### src/rtl/bus_slave_sel_pkg.sv
// Shared definitions for the registered slave chip-select decoder.
package bus_slave_sel_pkg;

    // Active-low strobe/select levels
    localparam logic ENABLE_  = 1'b0;
    localparam logic DISABLE_ = 1'b1;

    // Default geometry
    localparam int unsigned BUS_SEL_IDX_W   = 3;
    localparam int unsigned BUS_SEL_N_SLAVE = 8;
    localparam int unsigned BUS_SEL_TIMEOUT = 255;

    typedef enum logic [1:0] {
        BUS_SEL_IDLE   = 2'd0,
        BUS_SEL_ACCESS = 2'd1,
        BUS_SEL_RESP   = 2'd2
    } bus_sel_state_e;

    // Watchdog counter width; at least one bit so TIMEOUT = 0 still elaborates
    function automatic int unsigned cnt_width(int unsigned timeout);
        return (timeout < 1) ? 1 : $clog2(timeout + 1);
    endfunction

endpackage

### src/rtl/bus_sel_wdog.sv
// Access watchdog: cleared at the start of an access, counts enabled cycles,
// flags expiry on the last permitted cycle. TIMEOUT = 0 never expires.
module bus_sel_wdog
    import bus_slave_sel_pkg::*;
#(
    parameter int unsigned TIMEOUT = BUS_SEL_TIMEOUT,
    parameter int unsigned CNT_W   = cnt_width(TIMEOUT)
) (
    input  logic clk,
    input  logic reset,
    input  logic clr,
    input  logic en,
    output logic expire
);

    localparam int unsigned      LAST_INT = (TIMEOUT == 0) ? 0 : TIMEOUT - 1;
    localparam logic [CNT_W-1:0] LAST     = CNT_W'(LAST_INT);

    logic [CNT_W-1:0] count_q;

    // Cycle counter: clear has priority over increment
    always_ff @(posedge clk or posedge reset) begin
        if (reset) begin
            count_q <= '0;
        end else if (clr) begin
            count_q <= '0;
        end else if (en) begin
            count_q <= count_q + CNT_W'(1);
        end
    end

    assign expire = (TIMEOUT != 0) && (count_q == LAST);

endmodule

### src/rtl/bus_slave_sel.sv
// Registered slave chip-select decoder with unmapped-slave error and
// watchdog timeout. Holds the select until the slave answers, then returns
// a one-cycle active-low ready to the master.
module bus_slave_sel
    import bus_slave_sel_pkg::*;
#(
    parameter int unsigned         ADDR_W     = 30,
    parameter int unsigned         IDX_W      = BUS_SEL_IDX_W,
    parameter int unsigned         N_SLAVE    = BUS_SEL_N_SLAVE,
    parameter logic [N_SLAVE-1:0]  SLAVE_MASK = {N_SLAVE{1'b1}},
    parameter int unsigned         TIMEOUT    = BUS_SEL_TIMEOUT
) (
    input  logic               clk,
    input  logic               reset,
    input  logic               mAs_,
    input  logic [ADDR_W-1:0]  sAddr,
    input  logic [N_SLAVE-1:0] sRdy_,
    output logic [N_SLAVE-1:0] sCS_,
    output logic               mRdy_,
    output logic               mErr,
    output logic [IDX_W-1:0]   selIdx,
    output logic               busy
);

    localparam int unsigned IDX_SPAN = 2 ** IDX_W;
    // Mask widened to the full index space so out-of-range indices read as unmapped
    localparam logic [IDX_SPAN-1:0] MASK_EXT = IDX_SPAN'(SLAVE_MASK);

    bus_sel_state_e     state_q, state_d;
    logic [N_SLAVE-1:0] cs_q, cs_d;
    logic               rdy_q, rdy_d;
    logic               merr_q, merr_d;
    logic               err_q, err_d;
    logic [IDX_W-1:0]   sel_q, sel_d;

    logic [IDX_W-1:0]    idx;
    logic                mapped;
    logic [IDX_SPAN-1:0] rdy_ext;
    logic                wd_clr, wd_en, wd_expire;
    logic                unused_addr;

    assign idx         = sAddr[ADDR_W-1 -: IDX_W];
    assign mapped      = MASK_EXT[idx];
    assign unused_addr = ^sAddr[ADDR_W-IDX_W-1:0];

    // Ready vector padded with idle-high bits up to the full index space
    always_comb begin
        rdy_ext = '1;
        rdy_ext[N_SLAVE-1:0] = sRdy_;
    end

    bus_sel_wdog #(
        .TIMEOUT (TIMEOUT)
    ) u_wdog (
        .clk    (clk),
        .reset  (reset),
        .clr    (wd_clr),
        .en     (wd_en),
        .expire (wd_expire)
    );

    // Next-state and registered-output logic
    always_comb begin
        state_d = state_q;
        cs_d    = cs_q;
        err_d   = err_q;
        sel_d   = sel_q;
        wd_clr  = 1'b0;
        wd_en   = 1'b0;
        // Ready/error pulse is a delayed image of the RESP state
        rdy_d   = (state_q == BUS_SEL_RESP) ? ENABLE_ : DISABLE_;
        merr_d  = (state_q == BUS_SEL_RESP) && err_q;

        unique case (state_q)
            BUS_SEL_IDLE: begin
                if (mAs_ == ENABLE_) begin
                    sel_d = idx;
                    if (mapped) begin
                        state_d = BUS_SEL_ACCESS;
                        err_d   = 1'b0;
                        wd_clr  = 1'b1;
                        for (int unsigned i = 0; i < N_SLAVE; i++) begin
                            cs_d[i] = (idx == IDX_W'(i)) ? ENABLE_ : DISABLE_;
                        end
                    end else begin
                        state_d = BUS_SEL_RESP;
                        err_d   = 1'b1;
                    end
                end
            end
            BUS_SEL_ACCESS: begin
                // Ready beats a simultaneous timeout
                if (rdy_ext[sel_q] == ENABLE_) begin
                    cs_d    = '1;
                    state_d = BUS_SEL_RESP;
                    err_d   = 1'b0;
                end else if (wd_expire) begin
                    cs_d    = '1;
                    state_d = BUS_SEL_RESP;
                    err_d   = 1'b1;
                end else begin
                    wd_en = 1'b1;
                end
            end
            BUS_SEL_RESP: begin
                state_d = BUS_SEL_IDLE;
            end
            default: begin
                state_d = BUS_SEL_IDLE;
                cs_d    = '1;
            end
        endcase
    end

    // State and output registers, cleared asynchronously
    always_ff @(posedge clk or posedge reset) begin
        if (reset) begin
            state_q <= BUS_SEL_IDLE;
            cs_q    <= '1;
            rdy_q   <= DISABLE_;
            merr_q  <= 1'b0;
            err_q   <= 1'b0;
            sel_q   <= '0;
        end else begin
            state_q <= state_d;
            cs_q    <= cs_d;
            rdy_q   <= rdy_d;
            merr_q  <= merr_d;
            err_q   <= err_d;
            sel_q   <= sel_d;
        end
    end

    assign sCS_   = cs_q;
    assign mRdy_  = rdy_q;
    assign mErr   = merr_q;
    assign selIdx = sel_q;
    assign busy   = (state_q != BUS_SEL_IDLE);

endmodule

### config.mk
export PLATFORM = sky130hd
export DESIGN_NAME = bus_slave_sel
export DESIGN_NICKNAME = d
export VERILOG_FILES = /design/src/rtl/bus_slave_sel_pkg.sv /design/src/rtl/bus_sel_wdog.sv /design/src/rtl/bus_slave_sel.sv
export SDC_FILE = /design/constraint.sdc
export NUM_CORES = 1
export LEC_CHECK = 0
export CAP_MARGIN = 10
export CORE_MARGIN = 10
export CORE_UTILIZATION = 40
export CTS_CLUSTER_DIAMETER = 120
export DETAILED_ROUTE_END_ITERATION = 10
export PLACE_DENSITY = 0.85
export SLEW_MARGIN = 10
export SYNTH_ARGS = -nofsm -noshare
export SYNTH_HDL_FRONTEND = slang
export SYNTH_SLANG_ARGS = --single-unit
### constraint.sdc
create_clock -name clk -period 2.7 [get_ports clk]
set_clock_uncertainty 0.1 [all_clocks]
set_input_delay 0.675 -clock clk [delete_from_list [all_inputs] [get_ports clk]]
set_output_delay 0.675 -clock clk [all_outputs]
set_load 0.02 [all_outputs]
==> impl_metrics.yaml <==
outcome:
  run_status: "finished clean"
placed_design:
  dp.cells: 174
  port_buffers: 27
  hpwl_um: 2230
  gp_congestion: 0.799
pwr:
  p_total_w: 0.00140
  peakVddDrop_mv: 0.700
  net-switching-power_w: 0.000524
  seq_power_share_pct: 38.2
  comb_power_share_pct: 43.3
  clkPwrFrac_pct: 18.5
  power.internal_w: 0.000878
  p_leak_nw: 0.647
  switching_share_pct: 37.4
  cellPowerDensity_nw_per_um2: 899
global_route:
  grt_pass1_vias: 1010
  grt-ovfl-total: 0
  grt_pass1_wl_um: 4440
  antenna_found_initial: 0
  grt_max_degree: 19
  track_usage_pct: 10.1
clock_network:
  cts.clk_slew.worst_paths_ps: 130
  post-cts-setup-buffer-count: 0
  cts_sinks: 24
  ctsHoldBuffers: 0
  cts_root_buf: "clkbuf_4"
  clk_latency_ps: 320
  cts_buffers: 3
  cts_buffer_depth: 2
  cts_tree: "done"
  cts_resized: 0
  cts_max_level: 1
routing:
  drt-total-wl_um: 2790
  drc: 0
  wire_per_inst_um: 15.7
  viasPerCell: 5.44
  drt_iter0_drc: 52
  via_count: 969
  drtPass1Iterations: 4
  ant_nets: 0
worst_setup_path:
  r2r.worst_path.cells: 6
  cp.arrival_ps: 1550
  crit_slowest_cell: "clkdlybuf4s50_1"
  cp_cell_sequence: "inv_1 -> nand2_1 -> clkdlybuf4s50_1"
  cp.depth: 3
  setup.reg_to_reg.worst_slack_ps: 620
  cp_num_buf_inv: 2
  crit_start: "state_q[1]"
  crit_end: "busy"
  worstSetupPathType: "reg -> out"
  crit_family: "buffers and inverters"
  timing.rr.start: "selIdx[0]"
  timing.rr.end: "sCS_[2]"
  cpPeakStageDelay_ps: 600
  worstSetupEndpointType: "output port"
  critPathLaunchType: "flop"
  cp_max_fo: 7
  crit_required_ps: 1920
worst_hold_path:
  hp-start: "sCS_[6]"
  min_path_cells: 1
  hp-class: "reg -> reg"
floorplan:
  die_w_um: 74.0
  fp.dieH_um: 74.0
  start_util_pct: 41.9
  die_area_um2: 5470
  num_rows: 19
  io_pins: 55
  core_um2: 2780
finish:
  nets: 191
  finish.utilization_pct: 56.1
  fill_cells: 237
  diodes: 0
  regArea_um2: 612
  area.growth.synth_to_final_pct: 33.8
  drive_gt1_share_pct: 14.3
  multi_input_area_um2: 522
  stdcell_count: 178
logic_synthesis:
  syn_avg_cell_area_um2: 10.3
  yosys-top-cells-area: "dfrtp_1 (32%), dfstp_2 (20%), nand2_1 (6.1%)"
  synth-edff-count: 0
  synth_cells: 113
  synth_seq_area_share_pct: 52.5
  ys.flop_type: "dfrtp_1"
  synth_common_cells: "nand2_1 (19), dfrtp_1 (15), dfstp_2 (9), o22a_1 (6)"
  syn_nets: 156
  yosysMostFrequentCell: "nand2_1"
  synth_cell_types: 33
  synthesis.area_um2: 1160
  yosysTopAreaCell: "dfrtp_1"
  yosysWarnings: 0
  async_flop_share_pct: 100
  synth_top_area_share_pct: 32.2
  ys_ff_latch: 24
sta:
  period_minus_slack_ps: 2320
  setup_violations: 0
  post-route-period-util_pct: 86.1
  slew_headroom_pct: 55.4
  fmax_mhz: 430
  drv_slew: 0
  hold_violations: 0
  setup_tns_ps: 0
  tightest_slew_ps: 669
  rsz0062_at_grt: "no"
run:
  cap_viol_max_count: 0
==> cell usage in the layout (no fill, tap or decap), types with 3 or more instances in the layout <==
cell / instances
dfstp_2: 9
nor3_1: 5
o21ai_0: 3
clkbuf_4: 3
inv_1: 5
dfrtp_1: 15
nor2_1: 5
mux2_1: 3
nand3_1: 4
buf_4: 6
nand2_1: 19
o22a_1: 6
mux2i_1: 5
a21oi_1: 5
clkdlybuf4s50_1: 27
==> worst min-delay path by stage <==
stage	endpoint	slack (ps)
6_report	sCS_[6]	410
5_1_grt	sCS_[2]	430
2_1_floorplan	u_wdog.count_q[4]	360
3_3_place_gp	u_wdog.count_q[4]	380
4_1_cts	sCS_[6]	420
3_5_place_dp	sCS_[6]	390
==> through the flow <==
step | hold slack (ps) | setup slack (ps) | area [um2]
detailed placement | 394 | 64.3 | 1510
global placement | 384 | 87.5 | 1510
CTS | 417 | 366 | 1560
floorplan | 363 | 559 | 1160
global route | 431 | 262 | 1560
finish | 414 | 376 | 1560
==> routing by layer <==
| layer | part of all wire (%) | vias to the layer above | track usage (%) |
|---|---|---|---|
| met5 | 0 | - | 0 |
| met4 | 0.72 | 0 | 1.66 |
| met3 | 9.8 | 2 | 5.72 |
| met2 | 51 | 32 | 17.0 |
| met1 | 38 | 460 | 10.9 |
| li1 | - | 475 | - |
==> power groups by stage <==
stage | combinational (W) | clock [W] | sequential (W)
3_5_place_dp | 0.000605 | 0 | 0.000543
3_3_place_gp | 0.000587 | 0 | 0.000537
5_1_grt | 0.000661 | 0.000280 | 0.000551
6_report | 0.000607 | 0.000260 | 0.000535
4_1_cts | 0.000610 | 0.000265 | 0.000536
2_1_floorplan | 0.000302 | 0 | 0.000587
==> cell families (layout without fill, tap and decap cells) <==
family	count (synthesis)	after routing	share of synthesized area [%]
simple gates	48	48	20.4
mux	9	9	8.16
buf+inv	8	42	2.69
flops	24	24	52.5
compound gates	22	22	14.1
fa+ha+maj	2	2	2.15
==> sequential cells by signal, summed over array words and instances, names as in the netlist <==
name and count:
u_wdog.count_q 8, state_q 2, sCS_ 8, err_q 1, mRdy_ 1, selIdx 3, mErr 1
==> layout make-up <==
cell class                 count  share of cell area, %
tap                           31                   2.49
sequential                    24                   39.2
clock buffer                   3                   1.44
timing repair buffer          33                   20.2
inverter                       5                   1.20
multi-input combinational     81                   33.5
clock inverter                 1                   1.93
==> worst register-to-register path, delay by kind of cell (launching register included) <==
kind | cells | cell delay, ps
AO/OA/AOI/OAI | 3 | 730
multiplexers | 1 | 360
flip-flops | 1 | 470
buffers and inverters | 1 | 190
AND/OR/NAND/NOR | 1 | 160
(Power assumes the default switching activity.)
